File: config.mk
export PLATFORM = sky130hd
export DESIGN_NAME = wl_sync_filt_flat
export DESIGN_NICKNAME = d
export VERILOG_FILES = /design/src/rtl/wl_sync_pkg.sv /design/src/rtl/wl_sync_filt_if.sv /design/src/rtl/wl_sync_filt_ch.sv /design/src/rtl/wl_sync_filt.sv /design/src/flat_wrapper.sv
export SDC_FILE = /design/constraint.sdc
export NUM_CORES = 1
export LEC_CHECK = 0
export ABC_AREA = 1
export BUFFER_PORTS_ARGS = -buffer_cell sky130_fd_sc_hd__buf_2
export CORE_ASPECT_RATIO = 0.6
export CORE_MARGIN = 2
export CORE_UTILIZATION = 45
export DETAILED_ROUTE_END_ITERATION = 8
export GPL_TIMING_DRIVEN = 1
export PLACE_DENSITY_LB_ADDON = 0.15
export SLEW_MARGIN = 20
export SYNTH_ARGS = -nofsm -noshare
export SYNTH_HDL_FRONTEND = slang
export SYNTH_SLANG_ARGS = --single-unit
File: constraint.sdc
create_clock -name clk -period 2.05 [get_ports clk]
set_clock_uncertainty 0.1 [all_clocks]
set_input_delay 0.41 -clock clk [delete_from_list [all_inputs] [get_ports clk]]
set_output_delay 0.41 -clock clk [all_outputs]
set_load 0.005 [all_outputs]
File: src/rtl/wl_sync_pkg.sv
// Shared helpers for clock-domain-crossing input blocks: counter sizing and parameter sanity.
// Pure elaboration-time content; no logic, no latency, no backpressure.
package wl_sync_pkg;

    localparam int SYNC_MIN_STAGES = 2;

    function automatic int clog2_min1(input int n);
        return (n <= 2) ? 1 : $clog2(n);
    endfunction

    function automatic bit cfg_ok(input int stages, input int filt);
        return (stages >= SYNC_MIN_STAGES) && (filt >= 1);
    endfunction

endpackage

File: src/rtl/wl_sync_filt_if.sv
// Conditioner bundle: raw asynchronous inputs in, filtered level and edge events out.
// Plain wires only; no flow control, every output is valid every cycle.
interface wl_sync_filt_if #(
    parameter int CH = 8
);
    logic [CH-1:0] din;
    logic [CH-1:0] dout;
    logic [CH-1:0] rise;
    logic [CH-1:0] fall;
    logic          chg;

    modport master (
        output din,
        input  dout,
        input  rise,
        input  fall,
        input  chg
    );

    modport slave (
        input  din,
        output dout,
        output rise,
        output fall,
        output chg
    );
endinterface

File: src/rtl/wl_sync_filt_ch.sv
// One channel: STAGES-flop synchroniser, FILT-cycle stability filter, registered edge pulses.
// Latency STAGES-1+FILT edges from the first sampling edge; no backpressure (free-running).
module wl_sync_filt_ch
    import wl_sync_pkg::*;
#(
    parameter int   STAGES  = 2,
    parameter int   FILT    = 4,
    parameter logic RST_VAL = 1'b0
) (
    input  logic clk,
    input  logic rst,
    input  logic din,
    output logic dout,
    output logic rise,
    output logic fall,
    output logic evt
);

    (* ASYNC_REG = "TRUE" *) logic [STAGES-1:0] sync_q;
    logic s_out;

    always_ff @(posedge clk) begin
        if (rst) begin
            sync_q <= {STAGES{RST_VAL}};
        end else begin
            sync_q <= {sync_q[STAGES-2:0], din};
        end
    end

    assign s_out = sync_q[STAGES-1];

    if (FILT == 1) begin : g_nofilt
        assign evt = (s_out != dout);

        always_ff @(posedge clk) begin
            if (rst) begin
                dout <= RST_VAL;
                rise <= 1'b0;
                fall <= 1'b0;
            end else begin
                dout <= s_out;
                rise <= s_out & ~dout;
                fall <= ~s_out & dout;
            end
        end
    end else begin : g_filt
        localparam int CW = clog2_min1(FILT);
        logic [CW-1:0] cnt;
        logic          diff;

        assign diff = (s_out != dout);
        // The level is accepted on the FILT-th consecutive disagreeing cycle.
        assign evt  = diff && (cnt == CW'(FILT - 1));

        always_ff @(posedge clk) begin
            if (rst) begin
                cnt  <= '0;
                dout <= RST_VAL;
                rise <= 1'b0;
                fall <= 1'b0;
            end else begin
                rise <= evt & s_out;
                fall <= evt & ~s_out;
                if (!diff || evt) begin
                    cnt <= '0;
                end else begin
                    cnt <= cnt + CW'(1);
                end
                if (evt) begin
                    dout <= s_out;
                end
            end
        end
    end

endmodule

File: src/rtl/wl_sync_filt.sv
// Multi-channel async input conditioner: per-channel sync + deglitch + rise/fall, plus any-change flag.
// Latency STAGES-1+FILT edges after din is first sampled; no backpressure.
module wl_sync_filt
    import wl_sync_pkg::*;
#(
    parameter int            CH      = 8,
    parameter int            STAGES  = 2,
    parameter int            FILT    = 4,
    parameter logic [CH-1:0] RST_VAL = '0
) (
    input  logic          clk,
    input  logic          rst,
    wl_sync_filt_if.slave bus
);

    logic [CH-1:0] evt;

    if (!cfg_ok(STAGES, FILT)) begin : g_cfg_err
        $error("wl_sync_filt: STAGES must be >= 2 and FILT >= 1");
    end

    for (genvar i = 0; i < CH; i++) begin : g_ch
        wl_sync_filt_ch #(
            .STAGES  (STAGES),
            .FILT    (FILT),
            .RST_VAL (RST_VAL[i])
        ) u_ch (
            .clk  (clk),
            .rst  (rst),
            .din  (bus.din[i]),
            .dout (bus.dout[i]),
            .rise (bus.rise[i]),
            .fall (bus.fall[i]),
            .evt  (evt[i])
        );
    end

    // Built from the channels' pre-register events so chg lands with rise/fall.
    always_ff @(posedge clk) begin
        if (rst) begin
            bus.chg <= 1'b0;
        end else begin
            bus.chg <= |evt;
        end
    end

endmodule
File: src/flat_wrapper.sv
// flat-port wrapper written by rule: the top's interface ports become plain ports
module wl_sync_filt_flat import wl_sync_pkg::*;
#(
    parameter int            CH      = 8,
    parameter int            STAGES  = 2,
    parameter int            FILT    = 4,
    parameter logic [CH-1:0] RST_VAL = '0
)
  (clk, rst, bus_din, bus_dout, bus_rise, bus_fall, bus_chg);
  wl_sync_filt_if #(.CH(CH)) bus_i ();
  input  logic clk;
  input  logic rst;
  input wire logic [$bits(bus_i.din)-1:0] bus_din;
  output wire logic [$bits(bus_i.dout)-1:0] bus_dout;
  output wire logic [$bits(bus_i.rise)-1:0] bus_rise;
  output wire logic [$bits(bus_i.fall)-1:0] bus_fall;
  output wire logic [$bits(bus_i.chg)-1:0] bus_chg;
  assign bus_i.din = bus_din;
  assign bus_dout = bus_i.dout;
  assign bus_rise = bus_i.rise;
  assign bus_fall = bus_i.fall;
  assign bus_chg = bus_i.chg;
  wl_sync_filt #(.CH(CH), .STAGES(STAGES), .FILT(FILT), .RST_VAL(RST_VAL)) u_core (.clk(clk), .rst(rst), .bus(bus_i));
endmodule
# Word level (Yosys, flattened, before mapping)
# Cells that the tools add are included.
[totals] regBits=57 inputBits=10 output_inout_bits=25 wordCells=122
[classes] add_sub_neg=8 n_eq_ne=16 n_bitwise=24 n_reduce_logical=33
[ops] operator="adder 2 x 1 -> 2 bit, second input constant" count=8
[ops] operator="bitwise AND 1 bit" count=16
[ops] operator="== test 2 bit, second input constant" count=8
[ops] operator="OR reduction 2 bit" count=8
[ops] operator="logical AND 1 bit" count=8
[ops] operator="logical NOT 1 bit" count=8
[ops] operator="logical OR 1 bit" count=8
[ops] operator="!= test 1 bit" count=8
[ops] operator="NOT 1 bit" count=8
[ops] operator="OR reduction 8 bit" count=1

# Longest topological paths before layout
# Gate-level depths: netlist of the first run.
[depth] ltp_word=4 depth_mapped=6 depth_no_buf=6

# Cells and area by module
# From an unflattened synthesis of the first run, not the netlist that was laid out.
[unflattened] hier_cells=249 area_unflattened_um2=2082.0
[modules_own_cells] mod="wl_sync_filt_ch" n_inst=8 cells_each=30 area_per_inst_um2=254.0 seq_area_each_um2=140.1
[modules_own_cells] mod="wl_sync_filt" n_inst=1 cells_each=9 area_per_inst_um2=50.0 seq_area_each_um2=20.0

# Least setup slack after synthesis of the first run
# OpenSTA, ideal clock, no wires.
[synth_path] path_kind="register to register" startpoint="reg u_core.g_ch[6].u_ch.g_filt.cnt[0]" endpoint="reg u_core.bus.chg" setup_ns=0.118 t_arrival_ns=0.825 required_ns=1.832 slack_ns=1.007 stages_incl_launch_ff=6 path_buffers=0 period_less_slack_ns=1.043 path_cell_list="dfxtp_1 > ha_1 > nand3_2 > nand2_1 > nor2_1 > a21oi_2"
[synth_via] elab_chain_len=3
[synth_lines] element="start, declared" line_no="wl_sync_filt_ch.sv:48" text="logic [CW-1:0] cnt;"
[synth_lines] element="start signal, assigned" line_no="wl_sync_filt_ch.sv:67" text="cnt <= cnt + CW'(1);"
[synth_lines] element="== test 2 bit" line_no="wl_sync_filt_ch.sv:53" text="assign evt = diff && (cnt == CW'(FILT - 1));"
[synth_lines] element="logical AND 1 bit" line_no="wl_sync_filt_ch.sv:53"
[synth_lines] element="OR reduction 8 bit" line_no="wl_sync_filt.sv:43" text="bus.chg <= |evt;"
[synth_lines] element="end signal, assigned" line_no="wl_sync_filt.sv:43"
[synth_lines] element="end, declared" line_no="wl_sync_filt_if.sv:25" text="output chg"
# No other way between the ends.
# A chain may end at the register's enable or synchronous reset.

# Worst setup path in the final report of the first run
[layout_path] startpoint="reg u_core.g_ch[0].u_ch.dout" endpoint="out bus_dout[0]"
[layout_rtl] element="start, declared" line_no="wl_sync_filt_ch.sv:13" text="output logic dout,"
[layout_rtl] element="start signal, assigned" line_no="wl_sync_filt_ch.sv:70" text="dout <= s_out;"
[layout_rtl] element="end, declared" line_no="flat_wrapper.sv:14" text="output wire logic [$bits(bus_i.dout)-1:0] bus_dout;"
# No word-level cell between the ends.

==> reports/metrics.yaml, run 1 <==
worst_setup_path:
  ff2ff_setup_slack_ns: 0.93
  critPathTopFamily: "flip-flops"
  cp-start-kind: "register"
  worstPathArrival_ns: 0.84
  crit_path_cell_trace: "buf_2"
  crit_type: "reg2out"
  crit_fanout: 4
  path_buf_inv: 1
  cp.required_ns: 1.54
  max_stage_delay_ns: 0.38
  cp_slowest_cell: "dfxtp_1"
  end_kind: "output port"
timing:
  fmax_ghz: 0.7391
  holdWs_ns: 0.1771
  worst_slew_margin_rel_pct: 67.82
  tightest_slew_ns: 0.4827
  period_needed_ns: 1.353
  hold_violations: 0
  fin_tns_setup_ns: 0
  rsz0062_at_grt: "false"
  period_share_pct: 66.00
  maxSlewViolCount: 0
  setup_violations: 0
floorplanning:
  die-area_sq_um: 5405
  io_pins: 35
  coreArea_sq_um: 4612
  die_w_microns: 93.59
  initial_core_util_pct: 46.99
  die_h_microns: 57.76
  rows: 19
yosys:
  syn_area_per_cell_sq_um: 8.532
  synth_top_cell_area_share_pct: 52.66
  yosysMostFrequentCell: "dfxtp_1"
  netlist_area_sq_um: 2167
  synth.area.top_cells: "dfxtp_1 (53%), buf_4 (8.3%), nor2_1 (7.4%)"
  synth-seq-area-share_pct: 52.66
  synth_top_area_cell: "dfxtp_1"
  synth_edf_count: 0
  async_reset_ff_share_pct: 0
  synth_ff_type: "dfxtp_1"
  synth.distinct_cells: 16
  synth_nets: 272
  yosys_warnings: 0
  synth_cells: 254
  ys_ff_latch: 57
  synth_commonest_cells: "dfxtp_1 (57), nor2_1 (43), inv_1 (41)"
global_route:
  grt_max_degree: 29
  grt_pass1_wl_microns: 5554
  grt.total_usage_pct: 14.12
  antenna_found_initial: 0
  grt_pass1_vias: 1248
  overflow: 0
power:
  intPower_mw: 1.615
  p_total_mw: 2.040
  p_clk_share_pct: 41.4
  power.switching_mw: 0.4240
  p_leak_nw: 1.110
  vdd.ir_drop.worst_mv: 0.3876
  cellPowerDensity_nw_per_um2: 861.1
  power_frac_seq_pct: 55.9
  netSwitchingFraction_pct: 20.79
  pwr-share-comb_pct: 2.7
placement:
  place.gp.congestion: 0.7366
  port_buffers: 34
  dp_hpwl_microns: 2331
hold_path:
  min_path_type: "in2reg"
routing:
  drt-total-wl_microns: 3242
  vias: 1427
  dr.pass1.iters: 4
  drtAntennaViolNets: 0
  wl_per_cell_microns: 9.592
  via_per_inst: 4.222
  post-route-drc-count: 0
  drt_iter0_drc: 73
layout:
  synthToLayoutAreaGrowth_pct: 9.296
  antenna_cells: 0
  layout.nets: 289
  layout-drive-gt1-share_pct: 23.64
clock_tree:
  cts_tree: "built"
  cts_buffer_depth: 2
  insertion_delay_ns: 0.33
  cts_hold_repair.buffers: 0
  root_buffer: "clkbuf_8"
  numClockSinks: 57
  htree_levels: 3
  cts-resized-gates: 0
  clk_pin_slew_ns: 0.06
  numCtsBuffers: 9
  cts_setup_buffers: 0
job:
  maxCapViolCount: 0
outcome:
  outcome: "completed"
## registers in the layout, indices dropped and copies added, names as in the netlist
signal,count
u_core.bus.chg,1
u_core.g_ch.u_ch.dout,8
u_core.g_ch.u_ch.g_filt.cnt,16
u_core.g_ch.u_ch.sync_q,16
u_core.g_ch.u_ch.fall,8
u_core.g_ch.u_ch.rise,8
## metrics by stage
step	instance area (sq um)	cells	setup slack, ns	utilization, %
after floorplan	2167	254	1.007	-
after global placement	2212	323	0.6224	47.97
after detailed placement	2212	323	0.5922	47.97
after CTS	2369	338	0.6853	51.36
after global routing	2369	338	0.6509	51.36
final	2369	338	0.6970	51.36
## per-layer routing
metal	wire, microns	up-vias	global-route usage [%]
met2	1255	31	17.99
li1	-	783	-
met3	185	6	6.892
met1	1741	607	18.75
met4	60	0	9.317
met5	0	-	0
## final cells by class
| class | count | area, sq um |
|---|---|---|
| fillers | 456 | 2243 |
| flip-flops and latches | 57 | 1141 |
| multi-input cells | 120 | 634.4 |
| inverters | 48 | 180.2 |
| repair buffers | 35 | 177.7 |
| clock buffers | 15 | 156.4 |
| well taps | 63 | 78.83 |
## power by group through the flow
stage	logic (mW)	clock network [mW]	registers [mW]
after floorplan	0.0431	0	1.16
after global placement	0.0555	0	1.16
after detailed placement	0.0572	0	1.16
after CTS	0.0573	0.876	1.14
after global routing	0.0664	0.935	1.14
final	0.0559	0.844	1.14
## final timing paths
kind | cells past startpoint | endpoint | from
setup / recovery | 1 | bus_dout[0] | u_core.g_ch[0].u_ch.dout
hold / removal | 3 | u_core.g_ch[6].u_ch.sync_q[0] | bus_din[6]
setup reg to reg | 5 | u_core.bus.chg | u_core.g_ch[5].u_ch.g_filt.cnt[0]
hold reg to reg | 2 | u_core.g_ch[7].u_ch.sync_q[1] | u_core.g_ch[7].u_ch.sync_q[0]
## cells in the final DEF, fill, tap and decap left out, types with 4 or more instances in the layout
cell	n
nand2_2	4
nor3_1	8
ha_1	8
nand2_1	24
inv_2	7
dfxtp_1	57
buf_2	34
nand4_1	7
clkbuf_8	10
nor2_1	43
nand3_1	9
a21oi_1	8
inv_1	41
nand3_2	8
clkbuf_1	5
## cells by family (layout without fill, tap and decap cells)
family,Yosys count,count (layout),share of synthesized area (%)
buffers and inverters,77,98,18.07
flip-flops,57,57,52.66
AND/OR/NAND/NOR,103,103,22.40
AO/OA/AOI/OAI,9,9,2.252
adder cells (fa/ha/maj),8,8,4.619
## tightest hold or removal path, cell delays in order
cell	delay, ns
buf_2	0.07
inv_1	0.03
nor2_1	0.06
No activity file was read; power rests on OpenSTA's default activity.
==> run 2, diff against run 1 <==
Settings changed: ABC_AREA 1 to 0.
Clock period 2.05 ns to 1.35 ns, I/O delays scaled along.
==> run 2 against run 1 <==
Compared with the run above: via count shrank 5.8%; sequential power grew 52%; critical path depth grew 2; utilization grew 7.3 points; worst hold slack lost 0.12 ns; combinational power grew 84%; routed wire length grew 4.6%; design area grew 5.4%; largest power group unchanged.
==> reports/metrics.yaml, run 2 <==
outcome:
  outcome: "completed"  # unchanged
global_route:
  grt.total_usage_pct: 14.62  # was 14.12%
  antenna_found_initial: 0  # unchanged
  grt_max_degree: 52  # was 29
  overflow: 0  # unchanged
  grt_pass1_vias: 1271  # was 1248
  grt_pass1_wl_microns: 5589  # was 5554 microns
timing:
  rsz0062_at_grt: "true"  # was false
  maxSlewViolCount: 0  # unchanged
  hold_violations: 0  # unchanged
  period_share_pct: 98.46
  setup_slack_ns: 0.02085  # was 0.6970 ns
  worst_slew_margin_rel_pct: 79.96  # was 67.82%
  tightest_slew_ns: 0.2964  # was 0.4827 ns
  fin_tns_setup_ns: 0  # unchanged
  setup_violations: 0  # unchanged
  fmax_ghz: 0.7524
  period_needed_ns: 1.329
floorplanning:
  coreArea_sq_um: 4257  # was 4612 sq um
  die_h_microns: 56.36  # was 57.76 microns
  die-area_sq_um: 5143  # was 5405 sq um
  rows: 18  # was 19
  io_pins: 35  # unchanged
  die_w_microns: 91.26  # was 93.59 microns
  initial_core_util_pct: 48.30  # was 46.99%
placement:
  dp_slack_ns: -0.02764  # was 0.5922 ns
  place.gp.congestion: 0.6986  # was 0.7366
  dp_hpwl_microns: 2335  # was 2331 microns
  dpl_cell_area_sq_um: 2290  # was 2212 sq um
  port_buffers: 34  # unchanged
  dpl.cell_count: 269  # was 323
layout:
  layout.nets: 239  # was 289
  synthToLayoutAreaGrowth_pct: 21.49  # was 9.296%
  antenna_cells: 0  # unchanged
  final_cells: 284  # was 338
  finalInstanceArea_sq_um: 2497  # was 2369 sq um
  reg.largest.list: "u_core.g_ch.u_ch.g_filt.cnt x16, u_core.g_ch.u_ch.sync_q x16"  # unchanged
  num-fill-cells: 351  # was 456
  layout-drive-gt1-share_pct: 36.61  # was 23.64%
  final_common_cell: "dfxtp_1"  # unchanged
  layout_common_cells: "dfxtp_1 (55), buf_2 (34), nor4b_1 (24), buf_4 (24), nor2b_1 (16)"  # was dfxtp_1 (57), nor2_1 (43), inv_1 (41), buf_2 (34), nand2_1 (24)
hold_path:
  hold_start: "bus_din[6]"  # unchanged
  min_path_cells: 2  # was 3
  min_path_type: "in2reg"  # unchanged
  hold_path_end: "u_core.g_ch[6].u_ch.sync_q[0]"  # unchanged
worst_setup_path:
  worstReg2RegStart: "u_core.g_ch[5].u_ch.sync_q[1]"  # was u_core.g_ch[5].u_ch.g_filt.cnt[0]
  path_buf_inv: 0  # was 1
  reg2regPathDepth: 3  # was 5
  ff2ff_setup_slack_ns: 0.02  # was 0.93 ns
  end_kind: "register"  # was output port
  crit_path_cell_trace: "xnor2_2 > o22ai_1 > o41a_1"  # was buf_2
  critPathTopFamily: "compound AO/OA/AOI/OAI gates"  # was flip-flops
  crit_fanout: 4  # unchanged
  crit_type: "reg2reg"  # was reg2out
  cp.required_ns: 1.45  # was 1.54 ns
  worstPathArrival_ns: 1.43  # was 0.84 ns
  cp_slowest_cell: "o41a_1"  # was dfxtp_1
  cp-start-kind: "register"  # unchanged
  max_stage_delay_ns: 0.42  # was 0.38 ns
  rr_endpoint: "u_core.bus.chg"  # unchanged
routing:
  drt-total-wl_microns: 3390  # was 3242 microns
  dr.pass1.iters: 4  # unchanged
  post-route-drc-count: 0  # unchanged
  via_per_inst: 4.732  # was 4.222
  vias: 1344  # was 1427
  drt_iter0_drc: 44  # was 73
  drtAntennaViolNets: 0  # unchanged
  wl_per_cell_microns: 11.94  # was 9.592 microns
yosys:
  async_reset_ff_share_pct: 0  # unchanged
  synth_edf_count: 0  # unchanged
  synth_top_cell_area_share_pct: 55.51  # was 52.66%
  synth_ff_type: "dfxtp_1"  # unchanged
  yosysMostFrequentCell: "dfxtp_1"  # unchanged
  synth-seq-area-share_pct: 55.51  # was 52.66%
  synth_nets: 199  # was 272
  netlist_area_sq_um: 2056  # was 2167 sq um
  synth_commonest_cells: "dfxtp_1 (57), buf_4 (24), nor4b_1 (24)"  # was dfxtp_1 (57), nor2_1 (43), inv_1 (41)
  synth.area.top_cells: "dfxtp_1 (56%), nor4b_1 (10%), buf_4 (8.8%)"  # was dfxtp_1 (53%), buf_4 (8.3%), nor2_1 (7.4%)
  ys_ff_latch: 57  # unchanged
  yosys_warnings: 0  # unchanged
  synth.distinct_cells: 15  # was 16
  synth_top_area_cell: "dfxtp_1"  # unchanged
  syn_area_per_cell_sq_um: 11.36  # was 8.532 sq um
  synth_cells: 181  # was 254
clock_tree:
  clk_pin_slew_ns: 0.06  # about the same
  root_buffer: "clkbuf_8"  # unchanged
  cts_buffer_depth: 2  # unchanged
  numClockSinks: 57  # unchanged
  numCtsBuffers: 9  # unchanged
  htree_levels: 3  # unchanged
  cts_tree: "built"  # unchanged
  insertion_delay_ns: 0.32  # was 0.33 ns
job:
  maxCapViolCount: 0  # unchanged
power:
  cellPowerDensity_nw_per_um2: 1261  # was 861.1 nW/um^2
  p_leak_nw: 1.041  # was 1.110 nW
  vdd.ir_drop.worst_mv: 0.6533  # was 0.3876 mV
## run 2: final cells by class
type | count | area (sq um) | area share [%]
flip-flops and latches | 57 | 1144 | 45.79
well taps | 60 | 75.07 | 3.006
clock buffers | 14 | 162.7 | 6.513
inverters | 9 | 33.78 | 1.353
repair buffers | 59 | 370.4 | 14.83
multi-input cells | 85 | 711.9 | 28.51
## run 2: repair_timing
| action | 4_1_cts | 5_1_grt |
|---|---|---|
| gates resized for setup | 2 | 10 |
| pin swaps | 0 | 1 |
| setup buffers | 0 | 1 |
| setup endpoints to repair | 1 | 2 |
| hold buffers | 0 | 0 |
## run 2: where the power goes
| group | internal [mW] | total (mW) | switching (mW) | leakage [nW] |
|---|---|---|---|---|
| clock | 0.747 | 1.32 | 0.568 | 0.0826 |
| combinational | 0.0560 | 0.103 | 0.0466 | 0.495 |
| sequential | 1.71 | 1.73 | 0.0177 | 0.464 |
| total | 2.52 | 3.15 | 0.633 | 1.04 |
## run 2: logic make-up (layout without fill, tap and decap cells)
kind of cell | Yosys count | count (layout) | synth area share (%)
adders and majority gates | 8 | 8 | 4.869
and+or+nand+nor | 56 | 56 | 18.99
buffers and inverters | 39 | 82 | 11.56
DFF | 57 | 57 | 55.51
xor gates and xnor gates | 8 | 8 | 3.409
muxes | 8 | 8 | 3.895
AOI/OAI and AO/OA | 5 | 5 | 1.765
## run 2: how the worst max path moves through the flow
| stage | from | endpoint | slack (ns) | cells past startpoint |
|---|---|---|---|---|
| after floorplan | u_core.g_ch[5].u_ch.g_filt.cnt[0] | u_core.bus.chg | 0.03 | 4 |
| after global placement | u_core.g_ch[4].u_ch.dout | u_core.bus.chg | 0.01 | 3 |
| after detailed placement | u_core.g_ch[4].u_ch.dout | u_core.bus.chg | -0.03 | 3 |
| after CTS | u_core.g_ch[5].u_ch.sync_q[1] | u_core.bus.chg | 0.004 | 3 |
| after global routing | u_core.g_ch[5].u_ch.sync_q[1] | u_core.bus.chg | -0.02 | 3 |
| final | u_core.g_ch[5].u_ch.sync_q[1] | u_core.bus.chg | 0.02 | 3 |
## run 2: worst register-to-register path: cells and delay by family, from the launching register on
kind                      cells  cell delay [ns]
DFF                           1             0.41
xor gates and xnor gates      1             0.16
AOI/OAI and AO/OA             2             0.54
## run 2: per-layer routing
| layer | vias up | global-route usage (%) | share of wire [%] |
|---|---|---|---|
| li1 | 681 | - | - |
| met1 | 631 | 16.43 | 46 |
| met2 | 26 | 21.27 | 46 |
| met3 | 6 | 10.20 | 6.9 |
| met4 | 0 | 6.494 | 1.4 |
| met5 | - | 0 | 0 |
## run 2: stage by stage
step	util [%]	total power [mW]	hold WS, ns
2_1_floorplan	-	1.820	0.2982
3_3_place_gp	53.79	1.858	0.3081
3_5_place_dp	53.79	1.865	0.3186
4_1_cts	57.97	3.214	0.02995
5_1_grt	58.67	3.308	0.03414
6_report	58.67	3.149	0.05355
